===== src/rtl/lsu_axil_if.sv =====
// lsu_axil_if: AXI4-Lite bundle between the load/store unit and the bus fabric
interface lsu_axil_if #(
    parameter int XLEN   = 32,
    parameter int ADDR_W = 32
);
    localparam int NBYTES = XLEN / 8;
    logic [ADDR_W-1:0] awaddr;
    logic              awvalid;
    logic              awready;
    logic [XLEN-1:0]   wdata;
    logic [NBYTES-1:0] wstrb;
    logic              wvalid;
    logic              wready;
    logic [1:0]        bresp;
    logic              bvalid;
    logic              bready;
    logic [ADDR_W-1:0] araddr;
    logic              arvalid;
    logic              arready;
    logic [XLEN-1:0]   rdata;
    logic [1:0]        rresp;
    logic              rvalid;
    logic              rready;
    modport master (
        output awaddr, awvalid, input awready,
        output wdata, wstrb, wvalid, input wready,
        input bresp, bvalid, output bready,
        output araddr, arvalid, input arready,
        input rdata, rresp, rvalid, output rready
    );
    modport slave (
        input awaddr, awvalid, output awready,
        input wdata, wstrb, wvalid, output wready,
        output bresp, bvalid, input bready,
        input araddr, arvalid, output arready,
        output rdata, rresp, rvalid, input rready
    );
endinterface


===== src/rtl/lsu_axil.sv =====
// lsu_axil: load/store unit with byte-lane placement, misalign/bus-error flags and an AXI4-Lite master
`ifndef LSU_OPT_WIDTH
`define LSU_OPT_WIDTH 4
`define LSU_NOP 4'b0000
`define LSU_LB  4'b0010
`define LSU_LH  4'b0100
`define LSU_LW  4'b0110
`define LSU_LBU 4'b1000
`define LSU_LHU 4'b1010
`define LSU_SB  4'b0011
`define LSU_SH  4'b0101
`define LSU_SW  4'b0111
`endif
module lsu_axil #(
    parameter int XLEN   = 32,
    parameter int ADDR_W = 32
) (
    input  logic                      i_clk,
    input  logic                      i_rst_n,
    input  logic [`LSU_OPT_WIDTH-1:0] i_opt,
    input  logic [ADDR_W-1:0]         i_addr,
    input  logic [XLEN-1:0]           i_regst,
    output logic [XLEN-1:0]           o_regld,
    output logic                      o_misalign,
    output logic                      o_buserr,
    input  logic                      i_pre_valid,
    output logic                      o_pre_ready,
    output logic                      o_post_valid,
    input  logic                      i_post_ready,
    lsu_axil_if.master                m
);
    localparam int NBYTES = XLEN / 8;
    localparam int OFF_W  = $clog2(NBYTES);
    typedef logic [`LSU_OPT_WIDTH-1:0] opt_t;
    typedef enum logic [2:0] {IDLE, AR, R, AW_W, B, RESP} state_t;
    function automatic logic is_h(input opt_t op);
        return op == `LSU_LH || op == `LSU_LHU || op == `LSU_SH;
    endfunction
    function automatic logic is_w(input opt_t op);
        return op == `LSU_LW || op == `LSU_SW;
    endfunction
    state_t            r_state, w_next;
    opt_t              r_opt;
    logic [ADDR_W-1:0] r_addr;
    logic [XLEN-1:0]   r_data, r_regld;
    logic              r_misalign, r_buserr, r_aw_done, r_w_done;
    logic              w_accept, w_ld, w_st, w_mis, w_aw_hs, w_w_hs, w_aw_ok, w_w_ok;
    logic [OFF_W-1:0]  w_off;
    logic [XLEN-1:0]   w_rsh, w_ldval;
    logic [NBYTES-1:0] w_strb;
    assign w_ld     = i_opt == `LSU_LB || i_opt == `LSU_LH || i_opt == `LSU_LW ||
                      i_opt == `LSU_LBU || i_opt == `LSU_LHU;
    assign w_st     = i_opt == `LSU_SB || i_opt == `LSU_SH || i_opt == `LSU_SW;
    assign w_mis    = (is_h(i_opt) && i_addr[0]) || (is_w(i_opt) && i_addr[1:0] != 2'b00);
    assign w_accept = i_pre_valid && o_pre_ready;
    assign w_aw_hs  = m.awvalid && m.awready;
    assign w_w_hs   = m.wvalid && m.wready;
    assign w_aw_ok  = r_aw_done || w_aw_hs;
    assign w_w_ok   = r_w_done || w_w_hs;
    assign w_off    = r_addr[OFF_W-1:0];
    // Lane placement: loads shift the beat down to bit 0, stores shift data/strobe up to the byte offset
    assign w_rsh    = m.rdata >> {w_off, 3'b000};
    assign w_ldval  = r_opt == `LSU_LB  ? XLEN'($signed(w_rsh[7:0])) :
                      r_opt == `LSU_LBU ? XLEN'(w_rsh[7:0]) :
                      r_opt == `LSU_LH  ? XLEN'($signed(w_rsh[15:0])) :
                      r_opt == `LSU_LHU ? XLEN'(w_rsh[15:0]) :
                                          XLEN'($signed(w_rsh[31:0]));
    assign w_strb   = is_w(r_opt) ? NBYTES'(4'hF) : is_h(r_opt) ? NBYTES'(2'b11) : NBYTES'(1'b1);
    assign m.araddr  = {r_addr[ADDR_W-1:OFF_W], OFF_W'(0)};
    assign m.awaddr  = {r_addr[ADDR_W-1:OFF_W], OFF_W'(0)};
    assign m.wdata   = r_data << {w_off, 3'b000};
    assign m.wstrb   = w_strb << w_off;
    assign m.arvalid = r_state == AR;
    assign m.rready  = r_state == R;
    assign m.awvalid = r_state == AW_W && !r_aw_done;
    assign m.wvalid  = r_state == AW_W && !r_w_done;
    assign m.bready  = r_state == B;
    assign o_pre_ready  = r_state == IDLE;
    assign o_post_valid = r_state == RESP;
    assign o_regld      = r_regld;
    assign o_misalign   = r_misalign;
    assign o_buserr     = r_buserr;
    always_ff @(posedge i_clk or negedge i_rst_n) begin
        if (!i_rst_n) r_state <= IDLE;
        else          r_state <= w_next;
    end
    always_comb begin
        w_next = r_state;
        case (r_state)
            IDLE:    if (i_pre_valid) w_next = (!w_ld && !w_st) || w_mis ? RESP : w_ld ? AR : AW_W;
            AR:      if (m.arready) w_next = R;
            R:       if (m.rvalid) w_next = RESP;
            AW_W:    if (w_aw_ok && w_w_ok) w_next = B;
            B:       if (m.bvalid) w_next = RESP;
            RESP:    if (i_post_ready) w_next = IDLE;
            default: w_next = IDLE;
        endcase
    end
    always_ff @(posedge i_clk or negedge i_rst_n) begin
        if (!i_rst_n) begin
            r_opt      <= `LSU_NOP;
            r_addr     <= '0;
            r_data     <= '0;
            r_regld    <= '0;
            r_misalign <= 1'b0;
            r_buserr   <= 1'b0;
            r_aw_done  <= 1'b0;
            r_w_done   <= 1'b0;
        end else if (w_accept) begin
            r_opt      <= i_opt;
            r_addr     <= i_addr;
            r_data     <= i_regst;
            r_regld    <= '0;
            r_misalign <= w_mis;
            r_buserr   <= 1'b0;
            r_aw_done  <= 1'b0;
            r_w_done   <= 1'b0;
        end else begin
            if (w_aw_hs) r_aw_done <= 1'b1;
            if (w_w_hs) r_w_done <= 1'b1;
            if (r_state == R && m.rvalid) begin
                r_regld  <= w_ldval;
                r_buserr <= |m.rresp;
            end
            if (r_state == B && m.bvalid) begin
                r_regld  <= '0;
                r_buserr <= |m.bresp;
            end
        end
    end
endmodule


===== src/flat_wrapper.sv =====
// flat-port wrapper written by rule: the top's interface ports become plain ports
module lsu_axil_flat 
#(
    parameter int XLEN   = 32,
    parameter int ADDR_W = 32
)
  (i_clk, i_rst_n, i_opt, i_addr, i_regst, o_regld, o_misalign, o_buserr, i_pre_valid, o_pre_ready, o_post_valid, i_post_ready, m_awaddr, m_awvalid, m_awready, m_wdata, m_wstrb, m_wvalid, m_wready, m_bresp, m_bvalid, m_bready, m_araddr, m_arvalid, m_arready, m_rdata, m_rresp, m_rvalid, m_rready);
  lsu_axil_if #(.XLEN(XLEN), .ADDR_W(ADDR_W)) m_i ();
  input  logic i_clk;
  input  logic i_rst_n;
  input  logic [`LSU_OPT_WIDTH-1:0] i_opt;
  input  logic [ADDR_W-1:0] i_addr;
  input  logic [XLEN-1:0] i_regst;
  output logic [XLEN-1:0] o_regld;
  output logic o_misalign;
  output logic o_buserr;
  input  logic i_pre_valid;
  output logic o_pre_ready;
  output logic o_post_valid;
  input  logic i_post_ready;
  output wire logic [$bits(m_i.awaddr)-1:0] m_awaddr;
  output wire logic [$bits(m_i.awvalid)-1:0] m_awvalid;
  input wire logic [$bits(m_i.awready)-1:0] m_awready;
  output wire logic [$bits(m_i.wdata)-1:0] m_wdata;
  output wire logic [$bits(m_i.wstrb)-1:0] m_wstrb;
  output wire logic [$bits(m_i.wvalid)-1:0] m_wvalid;
  input wire logic [$bits(m_i.wready)-1:0] m_wready;
  input wire logic [$bits(m_i.bresp)-1:0] m_bresp;
  input wire logic [$bits(m_i.bvalid)-1:0] m_bvalid;
  output wire logic [$bits(m_i.bready)-1:0] m_bready;
  output wire logic [$bits(m_i.araddr)-1:0] m_araddr;
  output wire logic [$bits(m_i.arvalid)-1:0] m_arvalid;
  input wire logic [$bits(m_i.arready)-1:0] m_arready;
  input wire logic [$bits(m_i.rdata)-1:0] m_rdata;
  input wire logic [$bits(m_i.rresp)-1:0] m_rresp;
  input wire logic [$bits(m_i.rvalid)-1:0] m_rvalid;
  output wire logic [$bits(m_i.rready)-1:0] m_rready;
  assign m_awaddr = m_i.awaddr;
  assign m_awvalid = m_i.awvalid;
  assign m_i.awready = m_awready;
  assign m_wdata = m_i.wdata;
  assign m_wstrb = m_i.wstrb;
  assign m_wvalid = m_i.wvalid;
  assign m_i.wready = m_wready;
  assign m_i.bresp = m_bresp;
  assign m_i.bvalid = m_bvalid;
  assign m_bready = m_i.bready;
  assign m_araddr = m_i.araddr;
  assign m_arvalid = m_i.arvalid;
  assign m_i.arready = m_arready;
  assign m_i.rdata = m_rdata;
  assign m_i.rresp = m_rresp;
  assign m_i.rvalid = m_rvalid;
  assign m_rready = m_i.rready;
  lsu_axil #(.XLEN(XLEN), .ADDR_W(ADDR_W)) u_core (.i_clk(i_clk), .i_rst_n(i_rst_n), .i_opt(i_opt), .i_addr(i_addr), .i_regst(i_regst), .o_regld(o_regld), .o_misalign(o_misalign), .o_buserr(o_buserr), .i_pre_valid(i_pre_valid), .o_pre_ready(o_pre_ready), .o_post_valid(o_post_valid), .i_post_ready(i_post_ready), .m(m_i));
endmodule

===== config.mk =====
export PLATFORM = sky130hd
export DESIGN_NAME = lsu_axil_flat
export DESIGN_NICKNAME = d
export VERILOG_FILES = /design/src/rtl/lsu_axil_if.sv /design/src/rtl/lsu_axil.sv /design/src/flat_wrapper.sv
export SDC_FILE = /design/constraint.sdc
export NUM_CORES = 1
export LEC_CHECK = 0
export ABC_AREA = 1
export BUFFER_PORTS_ARGS = -buffer_cell sky130_fd_sc_hd__buf_2
export CORE_MARGIN = 4
export CORE_UTILIZATION = 45
export DETAILED_ROUTE_END_ITERATION = 6
export PLACE_DENSITY = 0.71
export SLEW_MARGIN = 0
export SYNTH_ARGS = -nofsm -noshare
export SYNTH_HDL_FRONTEND = slang
export SYNTH_SLANG_ARGS = --single-unit
export TNS_END_PERCENT = 1

===== constraint.sdc =====
create_clock -name i_clk -period 2.9 [get_ports i_clk]
set_input_delay 0.87 -clock i_clk [delete_from_list [all_inputs] [get_ports i_clk]]
set_output_delay 0.87 -clock i_clk [all_outputs]
set_load 0.01 [all_outputs]

==> flow_summary.ini, run 1 <==
[outcome]
status = complete, no violations

[power_and_ir_drop]
power.share.sequential_pct = 30.5
p_leak_nw = 4.399
pwr-share-clk_pct = 14.8
power.internal_mw = 4.441
vdd_drop_max_uv = 607.2
p_comb_share_pct = 54.7
p_sw_share_pct = 47.90
power_mw = 8.524
p_switching_mw = 4.083
power_density_nw_per_um2 = 1153

[clock_network]
clkSinkCount = 107
cts-buffers-inserted = 9
cts_hold_buf = 0
clkSlewWorstSetupHoldPaths_ns = 0.08
tritoncts = built
root_buffer = clkbuf_16
clk_path_buf_depth = 2
worstSkewPairLatency_ns = 0.35
post_cts.repair.setup_buffers = 0
htreeDepth = 3
cts_resized = 0

[drt]
wl_um = 18050
drcViolationCount = 0
drt-initial-drc-count = 504
first_pass_iters = 5
post_drt_wl_per_cell_um = 14.84
final_antenna_net_count = 0
vias_per_cell = 4.996
vias = 6075

[finish]
drive_gt1_share_pct = 29.04
area_growth_pct = 18.43
fin_util_pct = 55.19
fin_nets = 1148
diodes = 0
fin_area_um2 = 7396

[yosys]
synth.most_common_cell = nand2_1
synthArstFlopShare_pct = 100.0
ys.warnings.count = 0
synth-edff-count = 0
yosysTopAreaCell = dfrtp_1
synth_seq_area_share_pct = 42.88
synth_cell_type_count = 33
synth_ff_type = dfrtp_1
synth_common_cells = nand2_1 (364), dfrtp_1 (107), buf_4 (74)
synth_area_um2 = 6245
synth_seq_cells = 107
synth_area_leaders = dfrtp_1 (43%), nand2_1 (22%), buf_4 (8.9%)
synth_top_area_share_pct = 42.88
syn_avg_cell_area_um2 = 7.186
netlist_instances = 869

[placed_design]
place_area_um2 = 7092
place.gp.congestion = 0.9131
portBuffers = 249
place_hpwl_um = 13480

[setup_path]
r2r_start = u_core.r_addr[0]
critPathMaxFanout = 18
critPathMaxStageDelay_ns = 0.42
arrival_ns = 1.81
start_kind = register
ff2ff_path_depth = 10
required_ns = 2.03
cp_cell_sequence = inv_2 -> nand2_1 -> o22ai_1 -> buf_2
r2r_end = u_core.o_regld[18]
rrSetupSlack_ns = 0.96
critPathCaptureType = primary output
slowest_stage = dfrtp_2
cp_num_buf_inv = 2
cp-startpoint = u_core.r_addr[0]
crit_type = register to primary output
crit_family = flip-flops

[floorplan]
start_util_pct = 46.60
fp-row-count = 42
die_y_um = 125.8
dieArea_um2 = 15830
pin_count = 254
coreArea_um2 = 13400
chipWidth_um = 125.8

[sta]
setup_viol = 0
finalMaxSlewViolations = 0
fmax_ghz = 0.3736
period_share_pct = 92.30
slew_headroom_pct = 40.99
hold_violations = 0
fin_setup_tns_ns = 0
rsz0062_at_grt = false
whs_ns = 0.4790
period_needed_ns = 2.677
fin_skew_ns = 0.006447
tightest_slew_ns = 0.8827

[global_routing]
grt_start_max_net_pins = 75
grt_pass1_vias = 5844
groute.usage.overall_pct = 22.37
overflow = 0
grt_pass1_wl_um = 28750
antenna_found_initial = 0

[min_path]
hold_class = input pin to asynchronous set/reset pin

[job]
drv_cap = 0
-- flip-flops by register name (all words and copies together) (netlist names) --
signal and count:
u_core.r_opt 4, u_core.r_w_done 1, u_core.r_addr 32, u_core.o_regld 32, u_core.r_state 3, u_core.o_misalign 1, u_core.r_data 32, u_core.r_aw_done 1
u_core.o_buserr 1
-- logic make-up after synthesis --
family / Yosys count / synth area share (%)
simple gates: 485 / 31.84
buf+inv: 160 / 15.17
flops: 107 / 42.88
compound gates: 116 / 10.06
other cells: 1 / 0.06005
-- power by group through the flow --
stage | Combinational [mW] | Clock [mW] | Sequential [mW]
after floorplan | 3.57 | 0 | 2.59
after global placement | 4.65 | 0 | 2.60
after detailed placement | 4.68 | 0 | 2.60
after CTS | 4.70 | 1.29 | 2.59
after global routing | 5.24 | 1.34 | 2.69
final | 4.66 | 1.26 | 2.60
-- worst max-delay path by stage --
stage | end | slack (ns) | depth (start not counted)
CTS | m_wdata[17] | 0.21 | 4
finish | m_wdata[17] | 0.22 | 4
global route | m_wstrb[3] | 0.06 | 5
floorplan | m_wdata[0] | 0.61 | 6
global placement | m_wstrb[3] | 0.63 | 5
detailed placement | m_wdata[17] | 0.61 | 4
-- worst register-to-register path, cell delays in order, from the launching register on --
cell and delay, ns:
dfrtp_2 0.42, inv_2 0.24, buf_4 0.34, nand2_1 0.09, nand3_1 0.07, o21ai_0 0.11, nand2_1 0.13, nand3_4 0.14
inv_4 0.19, nand2_1 0.09, nand2_1 0.06
-- cells in the final DEF (no fill, tap or decap), types with 3 or more instances in the layout --
| cell type | Yosys | routed |
|---|---|---|
| conb_1 | 1 | 4 |
| buf_4 | 74 | 11 |
| buf_2 | 20 | 248 |
| a22oi_1 | 8 | 8 |
| inv_1 | 41 | 41 |
| clkbuf_16 | 0 | 9 |
| nand2_2 | 3 | 3 |
| o22ai_1 | 15 | 15 |
| nand3_1 | 45 | 45 |
| o21ai_0 | 55 | 55 |
| nand2_1 | 364 | 364 |
| nand3_2 | 3 | 3 |
| dfrtp_1 | 107 | 106 |
| a21oi_1 | 16 | 16 |
| inv_2 | 7 | 7 |
| o21ai_1 | 19 | 19 |
| nor2_1 | 59 | 59 |
| inv_8 | 0 | 4 |
-- layout make-up --
cell class / count / area (µm²)
Clock buffer: 9 / 225.2
Clock inverter: 7 / 78.83
Fill cell: 1403 / 6005
Inverter: 51 / 197.7
Multi-Input combinational cell: 605 / 2631
Sequential cell: 107 / 2679
Tap cell: 176 / 220.2
Timing Repair Buffer: 261 / 1364
-- layer usage --
layer / routed length, µm / track usage (%)
met1: 7358 / 27.49
met2: 8731 / 38.26
met3: 1538 / 5.800
met4: 418 / 7.886
met5: 0 / 0
-- metrics by stage --
| step | worst slack, ns | std cells |
|---|---|---|
| after floorplan | 0.6081 | 872 |
| after global placement | 0.6299 | 1200 |
| after detailed placement | 0.6077 | 1200 |
| after CTS | 0.2129 | 1216 |
| after global routing | 0.06409 | 1216 |
| final | 0.2234 | 1216 |
Power figures use the tool's default switching activity.
==> inputs of run 2 (changes only) <==
clock period = 3.3 ns   (was 2.9 ns; I/O delays follow)
==> run 2 against run 1 <==
Effect of this change:
- clock-buffer cell count up 2
- highest routed layer is now met5
- cell count decreased by 0.16%
- worst setup slack improved by 0.18 ns
- critical path type unchanged
- hold slack got worse by 0.0021 ns
- via count decreased by 0.67%
- clock skew is 0.0059 ns higher
- sequential power decreased by 11%
- combinational power is 13% lower
- critical endpoint is now m_wdata[18]
- utilization rose by 0.12 points
==> flow_summary.ini, run 2 (synthesis gave the netlist of run 1 again) <==
[placed_design]
place.gp.congestion = 0.8967
place_hpwl_um = 13570
portBuffers = 249

[finish]
fin_util_pct = 55.31
diodes = 0
fin_nets = 1146
final_common_cell = nand2_1
area_growth_pct = 18.69
drive_gt1_share_pct = 28.90
final_cell_mix = nand2_1 (364), buf_2 (248), dfrtp_1 (106)

[sta]
finalMaxSlewViolations = 0
setup_viol = 0
whs_ns = 0.4769
period_share_pct = 87.89
period_needed_ns = 2.900
fmax_ghz = 0.3448
rsz0062_at_grt = false
slew_headroom_pct = 43.13
tightest_slew_ns = 0.8507
fin_skew_ns = 0.01235
hold_violations = 0
fin_setup_tns_ns = 0

[power_and_ir_drop]
pwr-share-clk_pct = 15.9
p_comb_share_pct = 53.4
power_density_nw_per_um2 = 1020
p_leak_nw = 4.405
power.share.sequential_pct = 30.7
p_switching_mw = 3.508
power.internal_mw = 4.053
p_sw_share_pct = 46.39
vdd_drop_max_uv = 503.8

[clock_network]
root_buffer = clkbuf_16
clk_path_buf_depth = 2
clkSinkCount = 107
worstSkewPairLatency_ns = 0.35
cts_hold_buf = 0
post_cts.repair.setup_buffers = 0
clkSlewWorstSetupHoldPaths_ns = 0.07
cts-buffers-inserted = 9
htreeDepth = 3
tritoncts = built
cts_resized = 0

[drt]
met2WireLength_um = 8784
dr.max_layer_used = met5
drcViolationCount = 0
post_drt_wl_per_cell_um = 14.99
final_antenna_net_count = 0
drt-initial-drc-count = 403
vias = 6034
wl_um = 18200
first_pass_iters = 7
vias_per_cell = 4.970
met1Wirelength_um = 7277
route.met3.wl_um = 1534

[setup_path]
crit_type = register to primary output
ff2ff_path_depth = 9
start_kind = register
critPathCaptureType = primary output
arrival_ns = 1.91
required_ns = 2.31
critPathMaxFanout = 24

[global_routing]
overflow = 0
groute.usage.overall_pct = 22.53
antenna_found_initial = 1
grt_pass1_vias = 5847
grt_start_max_net_pins = 68
grt_pass1_wl_um = 29010

[floorplan]
pin_count = 254
die_y_um = 125.8
fp-row-count = 42
dieArea_um2 = 15830
start_util_pct = 46.60
chipWidth_um = 125.8
coreArea_um2 = 13400

[job]
drv_cap = 0

[min_path]
min_path_cells = 2
hold_class = register to register

[outcome]
status = complete, no violations
## run 2: changes by cell type in the layout (fill, tap and decap cells not counted), moves of 2 or more
| cell | before | now |
|---|---|---|
| buf_4 | 11 | 9 |
| bufinv_16 | 0 | 2 |
| clkbuf_8 | 0 | 2 |
| inv_8 | 4 | 0 |
## run 2: cell type report
cell class | instances | area (µm²)
Fill cell | 1418 | 5988
Sequential cell | 107 | 2679
Multi-Input combinational cell | 605 | 2631
Timing Repair Buffer | 259 | 1349
Clock buffer | 11 | 252.7
Tap cell | 176 | 220.2
Inverter | 51 | 197.7
Clock inverter | 5 | 82.58
## run 2: path summary, 6_finish.rpt
kind | to | startpoint | slack, ns
setup / recovery | m_wdata[18] | u_core.r_addr[0] | 0.40
hold / removal | u_core.o_regld[31] | u_core.o_regld[31] | 0.48
setup reg to reg | u_core.o_regld[17] | u_core.r_addr[1] | 1.14
hold reg to reg | u_core.o_regld[31] | u_core.o_regld[31] | 0.48
max in group asynchronous | u_core.r_addr[27] | i_rst_n | 1.95
min in group asynchronous | u_core.o_regld[3] | i_rst_n | 0.64
## run 2: power by group through the flow
stage                     Sequential, mW  Combinational [mW]  Clock [mW]
after floorplan                     2.28                3.14           0
after global placement              2.31                4.03           0
after detailed placement            2.33                4.08           0
after CTS                           2.32                4.09        1.22
after global routing                2.40                4.54        1.27
final                               2.32                4.04        1.20
## run 2: routing by layer
metal  vias to the layer above  GRT usage [%]
met1                      2725          27.52
met5                         -              0
met3                        46          5.970
met4                         2          9.401
met2                       265          37.89
li1                       2996              -
## run 2: critical path, cell delays in order, from the launching register on
cell and delay (ns):
dfrtp_2 0.42, inv_2 0.32, nand2_1 0.37, o22ai_1 0.28, buf_2 0.17
## run 2: through the flow
stage	worst slack, ns	instance area, µm²	std cells	power (mW)
after floorplan	0.8881	6256	872	5.418
after global placement	0.8199	7077	1198	6.345
after detailed placement	0.8058	7077	1198	6.406
after CTS	0.4249	7412	1214	7.625
after global routing	0.2772	7412	1214	8.207
final	0.3997	7412	1214	7.562
==> inputs of run 3 (changes only) <==
ABC_AREA = default   (was 1)
PLACE_DENSITY = 0.76   (was 0.71)
==> run 3 against run 2 <==
Effect of this change:
- synthesized area fell by 3.4%
- critical path depth rose by 1
- clock skew fell by 0.0055 ns
- utilization fell by 0.39 points
- sequential share of layout area rose by 0.85 points
- register-to-register slack got worse by 0.22 ns
- die area fell by 3.2%
- clock power fell by 8%
==> flow_summary.ini, run 3 <==
[finish]
fin_util_pct = 54.92
instances_no_fill = 902
nFillCells = 1153
drive_gt1_share_pct = 50.28
area_growth_pct = 20.12
multi_input_area_um2 = 2678
regArea_um2 = 2680
final_cell_mix = buf_2 (248), dfrtp_1 (105), mux2_2 (75)
final_common_cell = buf_2
diodes = 0
fin_nets = 834

[power_and_ir_drop]
power.share.sequential_pct = 33.9
p_comb_share_pct = 51.6
pwr-share-clk_pct = 14.5
power_density_nw_per_um2 = 1041
vdd_drop_max_uv = 517.6
p_sw_share_pct = 41.50
p_switching_mw = 3.131
power_mw = 7.544
power.internal_mw = 4.413
p_leak_nw = 3.488

[floorplan]
start_util_pct = 45.72
coreArea_um2 = 13190
fp-row-count = 42
dieArea_um2 = 15320
pin_count = 254
die_y_um = 123.8
chipWidth_um = 123.8

[yosys]
synth_ff_type = dfrtp_1
yosysTopAreaCell = dfrtp_1
synth.most_common_cell = dfrtp_1
synth_top_area_share_pct = 44.40
ys.warnings.count = 0
synth_area_um2 = 6031
synth_area_leaders = dfrtp_1 (44%), mux2_2 (14%), buf_4 (9.0%)
synth_cell_type_count = 45
syn_avg_cell_area_um2 = 10.99
synthArstFlopShare_pct = 100.0
netlist_instances = 549
synth_seq_area_share_pct = 44.40
synth-edff-count = 0
synth_seq_cells = 107
synth_common_cells = dfrtp_1 (107), mux2_2 (75), buf_4 (72)

[sta]
tightest_slew_ns = 0.9959
hold_violations = 0
setup_viol = 0
period_needed_ns = 2.897
finalMaxSlewViolations = 0
period_share_pct = 87.79
whs_ns = 0.4922
fin_skew_ns = 0.006825
fin_setup_tns_ns = 0
slew_headroom_pct = 33.61
rsz0062_at_grt = false
fmax_ghz = 0.3452

[setup_path]
crit_type = register to primary output
required_ns = 2.31
cp_num_buf_inv = 2
r2r_end = u_core.r_addr[1]
critPathMaxFanout = 22
arrival_ns = 1.91
crit_family = flip-flops
endpoint = m_wdata[24]
start_kind = register
critPathMaxStageDelay_ns = 0.62
cp-startpoint = u_core.r_addr[0]
cp_cell_sequence = buf_4 -> nor2b_1 -> a211oi_1 -> a21oi_1 -> buf_2
critPathCaptureType = primary output
slowest_stage = dfrtp_2
r2r_start = u_core.r_state[0]
ff2ff_path_depth = 4
rrSetupSlack_ns = 0.92
path_depth = 5

[drt]
first_pass_iters = 5
drt-initial-drc-count = 190
post_drt_wl_per_cell_um = 17.35
vias_per_cell = 5.316
drcViolationCount = 0
vias = 4795
final_antenna_net_count = 0
wl_um = 15650

[clock_network]
cts-buffers-inserted = 9
htreeDepth = 3
clk_path_buf_depth = 2
post_cts.repair.setup_buffers = 0
cts_hold_buf = 0
clkSinkCount = 107
clkSlewWorstSetupHoldPaths_ns = 0.07
cts_resized = 0
root_buffer = clkbuf_16
worstSkewPairLatency_ns = 0.35
tritoncts = built

[global_routing]
overflow = 0
groute.usage.overall_pct = 19.87
antenna_found_initial = 0
grt_pass1_wl_um = 23690
grt_pass1_vias = 4604
grt_start_max_net_pins = 66

[placed_design]
portBuffers = 249
dp_cells = 886
place.gp.congestion = 0.8534
place_hpwl_um = 11990

[min_path]
hold_class = register to register

[outcome]
status = complete, no violations

[job]
drv_cap = 0
run 3: final cells by class:
class	instances	share of cell area, %
multi-input cells	341	36.96
well taps	176	3.040
clock buffers	13	3.592
flip-flops and latches	107	36.99
inverters	3	0.1554
repair buffers	259	18.62
clock inverters	3	0.6390
run 3: cell families after synthesis:
group | count (synthesis) | share of synthesized area, %
AO/OA/AOI/OAI | 126 | 14.98
multiplexers | 111 | 20.19
buffers and inverters | 104 | 11.43
flip-flops | 107 | 44.40
AND/OR/NAND/NOR | 100 | 8.942
other | 1 | 0.06218
run 3: how the worst min path moves through the flow:
stage	slack, ns	end	cells past startpoint	from
floorplan	0.47	u_core.r_data[24]	1	u_core.r_data[24]
global placement	0.47	u_core.o_regld[1]	1	u_core.o_regld[1]
detailed placement	0.47	u_core.o_regld[8]	1	u_core.o_regld[8]
CTS	0.49	u_core.o_regld[8]	1	u_core.o_regld[8]
global route	0.51	u_core.o_regld[5]	1	u_core.o_regld[5]
finish	0.49	u_core.o_regld[8]	1	u_core.o_regld[8]
run 3: worst reg2reg max path, cell delays in order, from the launching register on:
cell and delay (ns):
dfrtp_1 0.75, nor3_1 0.37, and2_4 0.39, buf_12 0.32, mux2_2 0.43
run 3: power groups by stage:
| stage | clock, mW | sequential (mW) | combinational (mW) |
|---|---|---|---|
| global route | 1.20 | 2.64 | 4.27 |
| global placement | 0 | 2.52 | 3.87 |
| CTS | 1.14 | 2.55 | 3.95 |
| finish | 1.10 | 2.56 | 3.89 |
| floorplan | 0 | 2.40 | 3.10 |
| detailed placement | 0 | 2.57 | 3.94 |
run 3: stage by stage:
stage	area [µm²]	worst slack (ns)
2_1_floorplan	6042	0.9562
3_3_place_gp	6938	0.8627
3_5_place_dp	6938	0.7718
4_1_cts	7244	0.3877
5_1_grt	7244	0.2816
6_report	7244	0.4030
run 3: routing by layer:
layer	track usage [%]	share of wire [%]	vias to the layer above
met1	25.98	41	2314
met3	4.723	8.9	21
li1	-	-	2255
met4	7.266	2.0	0
met5	0	0	-
met2	32.17	48	205
